File: src/rtl/pipelined_addsub_pkg.sv
`default_nettype none
// ============================================================================
// Module   : pipelined_addsub_pkg
// Brief    : Shared operation codes and 1-bit full-adder helper for the
//            pipelined add/sub datapath.
// Revision : 1.0 - initial release
// ============================================================================
package pipelined_addsub_pkg;

  typedef enum logic [0:0] {
    c_op_add = 1'b0,
    c_op_sub = 1'b1
  } op_e;

  // Returns {carry_out, sum} of a single-bit full adder.
  function automatic logic [1:0] full_add(input logic a, input logic b, input logic c);
    return {(a & b) | (c & (a ^ b)), a ^ b ^ c};
  endfunction

endpackage
`default_nettype wire

File: src/rtl/pipelined_addsub_segment.sv
`default_nettype none
// ============================================================================
// Module   : pipelined_addsub_segment
// Brief    : Combinational SEG-bit ripple adder built from the 1-bit full adder;
//            also exposes the carry into its most significant bit.
// Revision : 1.0 - initial release
// ============================================================================
module pipelined_addsub_segment
  import pipelined_addsub_pkg::*;
#(
  parameter int SEG = 8
) (
  input  logic [SEG-1:0] a,
  input  logic [SEG-1:0] b,
  input  logic           cin,
  output logic [SEG-1:0] sum,
  output logic           cout,
  output logic           cmsb
);

  logic       w_c;
  logic [1:0] w_fa;

  always_comb begin
    w_c  = cin;
    w_fa = 2'b00;
    cmsb = cin;
    sum  = '0;
    for (int i = 0; i < SEG; i++) begin
      cmsb   = w_c;
      w_fa   = full_add(a[i], b[i], w_c);
      sum[i] = w_fa[0];
      w_c    = w_fa[1];
    end
    cout = w_c;
  end

endmodule
`default_nettype wire

File: src/rtl/pipelined_addsub.sv
`default_nettype none
// ============================================================================
// Module   : pipelined_addsub
// Brief    : Pipelined two's-complement adder/subtractor, one carry segment per
//            register stage, valid/ready on both sides with a global stall.
// Revision : 1.0 - initial release
// ============================================================================
module pipelined_addsub
  import pipelined_addsub_pkg::*;
#(
  parameter int WIDTH  = 32,
  parameter int STAGES = 4
) (
  input  logic             clk,
  input  logic             reset,
  input  logic             in_valid,
  output logic             in_ready,
  input  logic             in_sub,
  input  logic [WIDTH-1:0] in_a,
  input  logic [WIDTH-1:0] in_b,
  input  logic             carryin,
  output logic             out_valid,
  input  logic             out_ready,
  output logic [WIDTH-1:0] sum,
  output logic             carryout,
  output logic             overflow,
  output logic             zero
);

  localparam int SEG  = WIDTH / STAGES;
  localparam int LAST = STAGES - 1;

  generate
    if (STAGES < 1 || STAGES > WIDTH || (WIDTH % STAGES) != 0) begin : g_bad_cfg
      $error("pipelined_addsub: WIDTH must be a multiple of STAGES (1..WIDTH)");
    end
  endgenerate

  logic              w_advance;
  logic [STAGES-1:0] r_valid;
  logic [STAGES-1:0] r_carry;
  logic [STAGES-1:0] r_cmsb;
  logic [WIDTH-1:0]  r_sum [STAGES];
  logic [WIDTH-1:0]  r_a   [STAGES];
  logic [WIDTH-1:0]  r_bx  [STAGES];
  logic              r_zero;

  logic [STAGES-1:0] w_vin;
  logic [STAGES-1:0] w_cin;
  logic [STAGES-1:0] w_cout;
  logic [STAGES-1:0] w_cmsb;
  logic [WIDTH-1:0]  w_ain   [STAGES];
  logic [WIDTH-1:0]  w_bin   [STAGES];
  logic [WIDTH-1:0]  w_sin   [STAGES];
  logic [WIDTH-1:0]  w_snext [STAGES];
  logic [SEG-1:0]    w_seg_sum [STAGES];

  assign w_advance = !r_valid[LAST] || out_ready;
  assign in_ready  = w_advance;

  // Stage 0 takes the raw op (subtract folded into ~b and carry 1); later
  // stages take the skewed operands and carry from the previous register.
  always_comb begin
    w_vin[0] = in_valid;
    w_ain[0] = in_a;
    w_bin[0] = (in_sub == c_op_sub) ? ~in_b : in_b;
    w_cin[0] = (in_sub == c_op_sub) ? 1'b1 : carryin;
    w_sin[0] = '0;
    for (int k = 1; k < STAGES; k++) begin
      w_vin[k] = r_valid[k-1];
      w_ain[k] = r_a[k-1];
      w_bin[k] = r_bx[k-1];
      w_cin[k] = r_carry[k-1];
      w_sin[k] = r_sum[k-1];
    end
  end

  generate
    for (genvar k = 0; k < STAGES; k++) begin : g_stage
      pipelined_addsub_segment #(
        .SEG (SEG)
      ) u_seg (
        .a    (w_ain[k][k*SEG +: SEG]),
        .b    (w_bin[k][k*SEG +: SEG]),
        .cin  (w_cin[k]),
        .sum  (w_seg_sum[k]),
        .cout (w_cout[k]),
        .cmsb (w_cmsb[k])
      );
    end
  endgenerate

  always_comb begin
    for (int k = 0; k < STAGES; k++) begin
      w_snext[k]                = w_sin[k];
      w_snext[k][k*SEG +: SEG]  = w_seg_sum[k];
    end
  end

  // Whole pipeline holds on a stall; data only loads behind a valid op.
  always_ff @(posedge clk or posedge reset) begin
    if (reset) begin
      r_valid <= '0;
      r_carry <= '0;
      r_cmsb  <= '0;
      r_zero  <= 1'b0;
      for (int k = 0; k < STAGES; k++) begin
        r_sum[k] <= '0;
        r_a[k]   <= '0;
        r_bx[k]  <= '0;
      end
    end else if (w_advance) begin
      r_valid <= w_vin;
      for (int k = 0; k < STAGES; k++) begin
        if (w_vin[k]) begin
          r_sum[k]   <= w_snext[k];
          r_carry[k] <= w_cout[k];
          r_cmsb[k]  <= w_cmsb[k];
          r_a[k]     <= w_ain[k];
          r_bx[k]    <= w_bin[k];
        end
      end
      if (w_vin[LAST]) begin
        r_zero <= (w_snext[LAST] == '0);
      end
    end
  end

  assign out_valid = r_valid[LAST];
  assign sum       = r_sum[LAST];
  assign carryout  = r_carry[LAST];
  assign overflow  = r_cmsb[LAST] ^ r_carry[LAST];
  assign zero      = r_zero;

endmodule
`default_nettype wire
File: config.mk
export PLATFORM = sky130hd
export DESIGN_NAME = pipelined_addsub
export DESIGN_NICKNAME = d
export VERILOG_FILES = /design/src/rtl/pipelined_addsub_pkg.sv /design/src/rtl/pipelined_addsub_segment.sv /design/src/rtl/pipelined_addsub.sv
export SDC_FILE = /design/constraint.sdc
export NUM_CORES = 1
export LEC_CHECK = 0
export CAP_MARGIN = 20
export CORE_ASPECT_RATIO = 1.2
export CORE_UTILIZATION = 30
export DETAILED_ROUTE_END_ITERATION = 12
export HOLD_SLACK_MARGIN = 0.05
export PLACE_DENSITY = 0.5
export SLEW_MARGIN = 10
export SYNTH_ARGS = -nofsm -noshare
export SYNTH_HDL_FRONTEND = slang
export SYNTH_SLANG_ARGS = --single-unit
export TNS_END_PERCENT = 30
File: constraint.sdc
create_clock -name clk -period 6.7 [get_ports clk]
set_input_delay 2.01 -clock clk [delete_from_list [all_inputs] [get_ports clk]]
set_output_delay 2.01 -clock clk [all_outputs]
set_load 0.01 [all_outputs]
; ---- Word level (Yosys, flattened, before mapping)
; Cells that the tools add are included.
[totals]
register_bits = 282
latch_bits = 0
mem_bits_rw = 0
rom_bits = 0
input_bits = 70
output_inout_bits = 37
elab_cells = 188
memories = 0
[classes]
addsub = 0
mul = 0
div_mod_pow = 0
magnitude_cmp = 0
n_eq_ne = 0
n_shift = 0
n_mux = 2
bitwise_logic = 162
n_reduce_logical = 7
[ops]
columns = cell, n
row1 = bitwise XOR 1 bit, 65
row2 = bitwise AND 1 bit, 64
row3 = logical NOT 32 bit, 1
row4 = 2-to-1 mux 32 bit, 1
row5 = NOT 32 bit, 1
row6 = OR 1 bit, 32
row7 = AND reduction 2 bit, 4
row8 = logical NOT 1 bit, 1
row9 = logical OR 1 bit, 1
row10 = 2-to-1 mux 1 bit, 1

; ---- Longest topological paths before layout
[depth]
ltp_word = 19
depth_mapped = 15
ltp_nobuf = 13

; ---- Hierarchy
; From an unflattened synthesis, not the netlist that was laid out.
[hier_totals]
cells_unflattened = 583
area_unflattened_um2 = 8445.6
[modules_own_cells]
columns = module, n_inst, cells_per_inst, area_per_inst_um2, seq_area_each_um2
row1 = pipelined_addsub, 1, 511, 7654.8, 4654.5
row2 = pipelined_addsub_segment, 4, 18, 197.7, 0.0

; ---- Worst setup path before layout
; OpenSTA, ideal clock, no wires.
[synth_path]
kind = input -> register
start = in in_sub
end = reg r_sum[103] in the netlist's numbering
setup_time_ns = 0.125
arrival_ns = 5.907
required_ns = 6.575
setup_slack_ns = 0.668
cell_stages = 14
path_buffers = 2
path_cell_list = buf_2 -> buf_2 -> xor2_1 -> fa_1 -> inv_1 -> fa_1 -> fa_1 -> fa_1 -> fa_1 -> fa_1 -> fa_1 -> inv_1 -> fa_1 -> mux2_2
[synth_via]
elab_chain_len = 17
word_cells_on_any_way = 32
cone_classes = mux (2) / bitwise (30)
[synth_lines]
columns = item, line_no
row1 = from (decl), pipelined_addsub.sv:18  ; input logic in_sub,
row2 = 2-to-1 mux 32 bit, pipelined_addsub.sv:66  ; w_bin[0] = (in_sub == c_op_sub) ? ~in_b : in_b;
row3 = bitwise XOR 1 bit, pipelined_addsub_pkg.sv:17  ; return {(a & b) | (c & (a ^ b)), a ^ b ^ c};
row4 = bitwise AND 1 bit, pipelined_addsub_pkg.sv:17
row5 = OR 1 bit, pipelined_addsub_pkg.sv:17
row6 = bitwise AND 1 bit, pipelined_addsub_pkg.sv:17
row7 = OR 1 bit, pipelined_addsub_pkg.sv:17
row8 = bitwise AND 1 bit, pipelined_addsub_pkg.sv:17
row9 = OR 1 bit, pipelined_addsub_pkg.sv:17
row10 = (+2 left out), -
row11 = bitwise AND 1 bit, pipelined_addsub_pkg.sv:17
row12 = OR 1 bit, pipelined_addsub_pkg.sv:17
row13 = bitwise AND 1 bit, pipelined_addsub_pkg.sv:17
row14 = OR 1 bit, pipelined_addsub_pkg.sv:17
row15 = bitwise AND 1 bit, pipelined_addsub_pkg.sv:17
row16 = OR 1 bit, pipelined_addsub_pkg.sv:17
row17 = bitwise XOR 1 bit *, pipelined_addsub_pkg.sv:17
row18 = named net g_stage[0].u_seg.sum[7], pipelined_addsub_segment.sv:16  ; output logic [SEG-1:0] sum,
row19 = "to (signal, indexed assignment)", pipelined_addsub.sv:116  ; r_sum[k] <= w_snext[k];
row20 = to (decl), pipelined_addsub.sv:43  ; logic [WIDTH-1:0] r_sum [STAGES];
; The timed path passes the listed nets; every way through them passes the cells marked *.
; A chain may end at the register's enable or synchronous reset.

; ---- Worst setup path after layout
[layout_path]
start = in in_b[0]
end = reg r_sum[103] in the netlist's numbering
[layout_via]
elab_chain_len = 18
word_cells_on_any_way = 19
cone_classes = mux (1) / bitwise (18)
[layout_lines]
columns = item, line_no
row1 = from (decl), pipelined_addsub.sv:20  ; input logic [WIDTH-1:0] in_b,
row2 = NOT 32 bit, pipelined_addsub.sv:66
row3 = 2-to-1 mux 32 bit *, pipelined_addsub.sv:66
row4 = bitwise XOR 1 bit, pipelined_addsub_pkg.sv:17
row5 = bitwise AND 1 bit, pipelined_addsub_pkg.sv:17
row6 = OR 1 bit *, pipelined_addsub_pkg.sv:17
row7 = bitwise AND 1 bit *, pipelined_addsub_pkg.sv:17
row8 = OR 1 bit *, pipelined_addsub_pkg.sv:17
row9 = bitwise AND 1 bit *, pipelined_addsub_pkg.sv:17
row10 = (+3 left out), -
row11 = bitwise AND 1 bit *, pipelined_addsub_pkg.sv:17
row12 = OR 1 bit *, pipelined_addsub_pkg.sv:17
row13 = bitwise AND 1 bit *, pipelined_addsub_pkg.sv:17
row14 = OR 1 bit *, pipelined_addsub_pkg.sv:17
row15 = bitwise AND 1 bit *, pipelined_addsub_pkg.sv:17
row16 = OR 1 bit *, pipelined_addsub_pkg.sv:17
row17 = bitwise XOR 1 bit *, pipelined_addsub_pkg.sv:17
row18 = named net g_stage[0].u_seg.sum[7], pipelined_addsub_segment.sv:16
; Marked as above.

==> impl_metrics.ini <==
[run_status]
outcome = complete, no violations

[clock_tree]
cts.root.buffer_cell = clkbuf_16
cts.sinks = 186
post_cts_buffers = 0
cts-resized-gates = 0
clkTransAtPathRegs_ps = 70
worst_skew_pair.late_latency_ps = 430
cts_buffers = 17
h-tree-depth = 4
clk_path_buf_depth = 2
cts-hold-fix-buffers = 0
tritoncts = done

[yosys]
synth_compound_area_frac = 0.0494
synth_largest_type_area_fraction = 0.555
synth_sequential_area_ratio = 0.555
synth_largest_area_cell = dfrtp_1
combinational_family_with_the_most_area_after_synthesis = multiplexers
synthDistinctLibCells = 29
synth-simple-area-share = 0.0191
yosys-mux-area-fraction = 0.190
netlist_instances = 596
synth-xor-area-share = 0.0345
synth_seq_cells = 186
syn_area_mm2 = 0.00838
post_synth_net_total = 698
ys_top_cells_by_area = dfrtp_1, mux2_2, fa_1
synth_area_per_cell_um2 = 14.1
synth-adder-area-share = 0.0764
yosysWarnings = 0

[power_and_ir_drop]
sequential_share_of_power = 0.412
combinationalPowerShare = 0.352
internal-power_mw = 3.24
cellPowerDensity_mw_per_mm2 = 467
power_switching_mw = 1.48
vdd_drop_max_uv = 212
sw_frac_of_total = 0.313
clock_network_power_share = 0.236
leakagePower_nw = 4.26

[critical_path]
data_required_time_at_the_worst_endpoint_ps = 7010
crit_path_max_fanout = 1
worst_r2r_startpoint = r_carry[2]
critical_path.startpoint_type = input port
r2r_slack_ps = 2270
endpoint_kind = register
reg2regPathDepth = 12
reg_to_reg_end = zero
timing.critical_path.arrival_ps = 6160
critical_path_class = in -> reg

[floorplanning]
die_w_um = 155
floorplan.die_area_mm2 = 0.0286
fp.coreArea_mm2 = 0.0273
rows = 66
die_height_um = 185
design.portCount = 107
floorplan.initialDensity = 0.308

[drt]
number_of_drc_violations_after_detailed_routing_iteration_0 = 146
drt_pass1_iterations = 4
via_count = 4601
routed_wirelength_mm = 17.7
postRouteAntennaNets = 0
drc = 0
vias_per_cell = 4.52
average_detailed_routed_wire_length_per_instance_um = 17.4

[min_path]
min_path_cells = 1
hold_end = r_a[88]
min-delay-path-class = reg -> reg
min-delay-start = r_a[88]

[finish]
layout-drive-gt1-share = 0.270
layout_stage_area_growth_over_the_synthesis_result_pct = 20.4
postLayoutCoreUtil = 0.370
multiInputGateArea_mm2 = 0.00310
fillers = 2628
layout.area.seq_mm2 = 0.00465
antennaDiodeCount = 0
finalNetCount = 767
layout_common_cells = dfrtp_1, mux2_2, clkdlybuf4s50_1
layout.cells.most_common = dfrtp_1

[sta]
report.final.hold_viol_count = 0
post-route-period-util = 0.872
slew_viol_final = 0
layout_min_cycle_time_ps = 5840
setup_tns_ps = 0
timing_worst_slew_pin_value_ps = 1110
fmax_mhz = 171
setup_repair_after_global_routing_missed_its_margin = no
max-slew-margin-rel = 0.257
setup-violations-final = 0
clock-skew-final_ps = 11.4

[global_routing]
grt_antenna_before_repair = 0
grt_util_all_layers = 0.134
grt_overflow = 0
largest_net_degree_at_the_start_of_global_routing = 187
first_global_vias = 5040
grt_pass1_wl_mm = 28.6

[run]
drv.max_cap_violation_count = 0

[place]
gp_routability_congestion = 0.726
place.detailed.hpwl_mm = 11.9
numPortBuffers = 106
==> critical path, stage by stage <==
cell             delay, ps
clkdlybuf4s50_1        470
xor2_1                 180
fa_1                   200
inv_1                   50
fa_1                   410
fa_1                   420
fa_1                   470
fa_1                   430
fa_1                   390
fa_1                   370
inv_1                   70
fa_1                   400
mux2_2                 270
==> cell type report <==
cell class	count	share of cell area
Clock buffer	18	0.0425
Clock inverter	14	0.0215
Inverter	37	0.0144
Multi-Input combinational cell	311	0.307
Sequential cell	186	0.461
Tap cell	340	0.0422
Timing Repair Buffer	112	0.111
==> worst max-delay path by stage <==
stage,end,startpoint,cells after the start,slack (ps)
2_1_floorplan,r_sum[103],in_sub,14,670
3_3_place_gp,r_sum[103],in_b[0],13,420
3_5_place_dp,r_sum[103],in_b[0],13,370
4_1_cts,r_sum[103],in_b[0],13,830
5_1_grt,r_sum[103],in_b[0],13,710
6_report,r_sum[103],in_b[0],13,860
==> power groups by stage <==
stage	logic (mW)	clock network, mW	registers [mW]
after CTS	1.71	1.14	1.96
final	1.66	1.11	1.94
after global placement	1.66	0	1.96
after global routing	1.87	1.19	2.02
after detailed placement	1.70	0	1.98
after floorplan	1.33	0	1.85
==> metal layers <==
metal,up-vias,part of all wire,global-route usage
li1,2116,-,-
met1,2401,0.46,0.173
met2,75,0.50,0.226
met3,9,0.027,0.0236
met4,0,0.010,0.0463
met5,-,0,0
==> cells in the mapped netlist <==
master	n
dfrtp_1	186
mux2_2	131
o21ai_0	74
buf_4	37
inv_1	35
fa_1	32
xnor2_1	28
buf_6	10
clkbuf_1	7
nor4_1	7
o21ai_1	7
buf_2	5
mux2_4	5
nand3_1	5
xor2_1	5
mux2_1	4
nand2_1	3
buf_12	2
nand2_2	2
nand4_1	2
clkbuf_2	1
inv_2	1
inv_4	1
nand2_4	1
nor2_1	1
nor2_8	1
nor2b_4	1
o41ai_1	1
or2_2	1
==> metrics by stage <==
step                instances  total power [mW]  hold slack (ps)  cell area [um2]  worst slack (ps)
CTS                      1017              4.80              496            10100               831
finish                   1018              4.71              490            10100               855
floorplan                 596              3.18              454             8390               668
detailed placement        985              3.68              479             9430               373
global route             1018              5.08              514            10100               714
global placement          985              3.62              471             9430               425
==> flip-flops by register name, indices dropped and copies added, names as in the netlist <==
register  flops
r_carry       4
r_a          48
zero          1
r_bx         48
sum          32
r_cmsb        1
r_sum        48
r_valid       4
==> kinds of logic after synthesis <==
kind of cell               count (synthesis)
AOI/OAI and AO/OA                         82
xor gates and xnor gates                  33
adders and majority gates                 32
buffers and inverters                     99
DFF                                      186
muxes                                    140
and+or+nand+nor                           24
(Power assumes the default switching activity.)
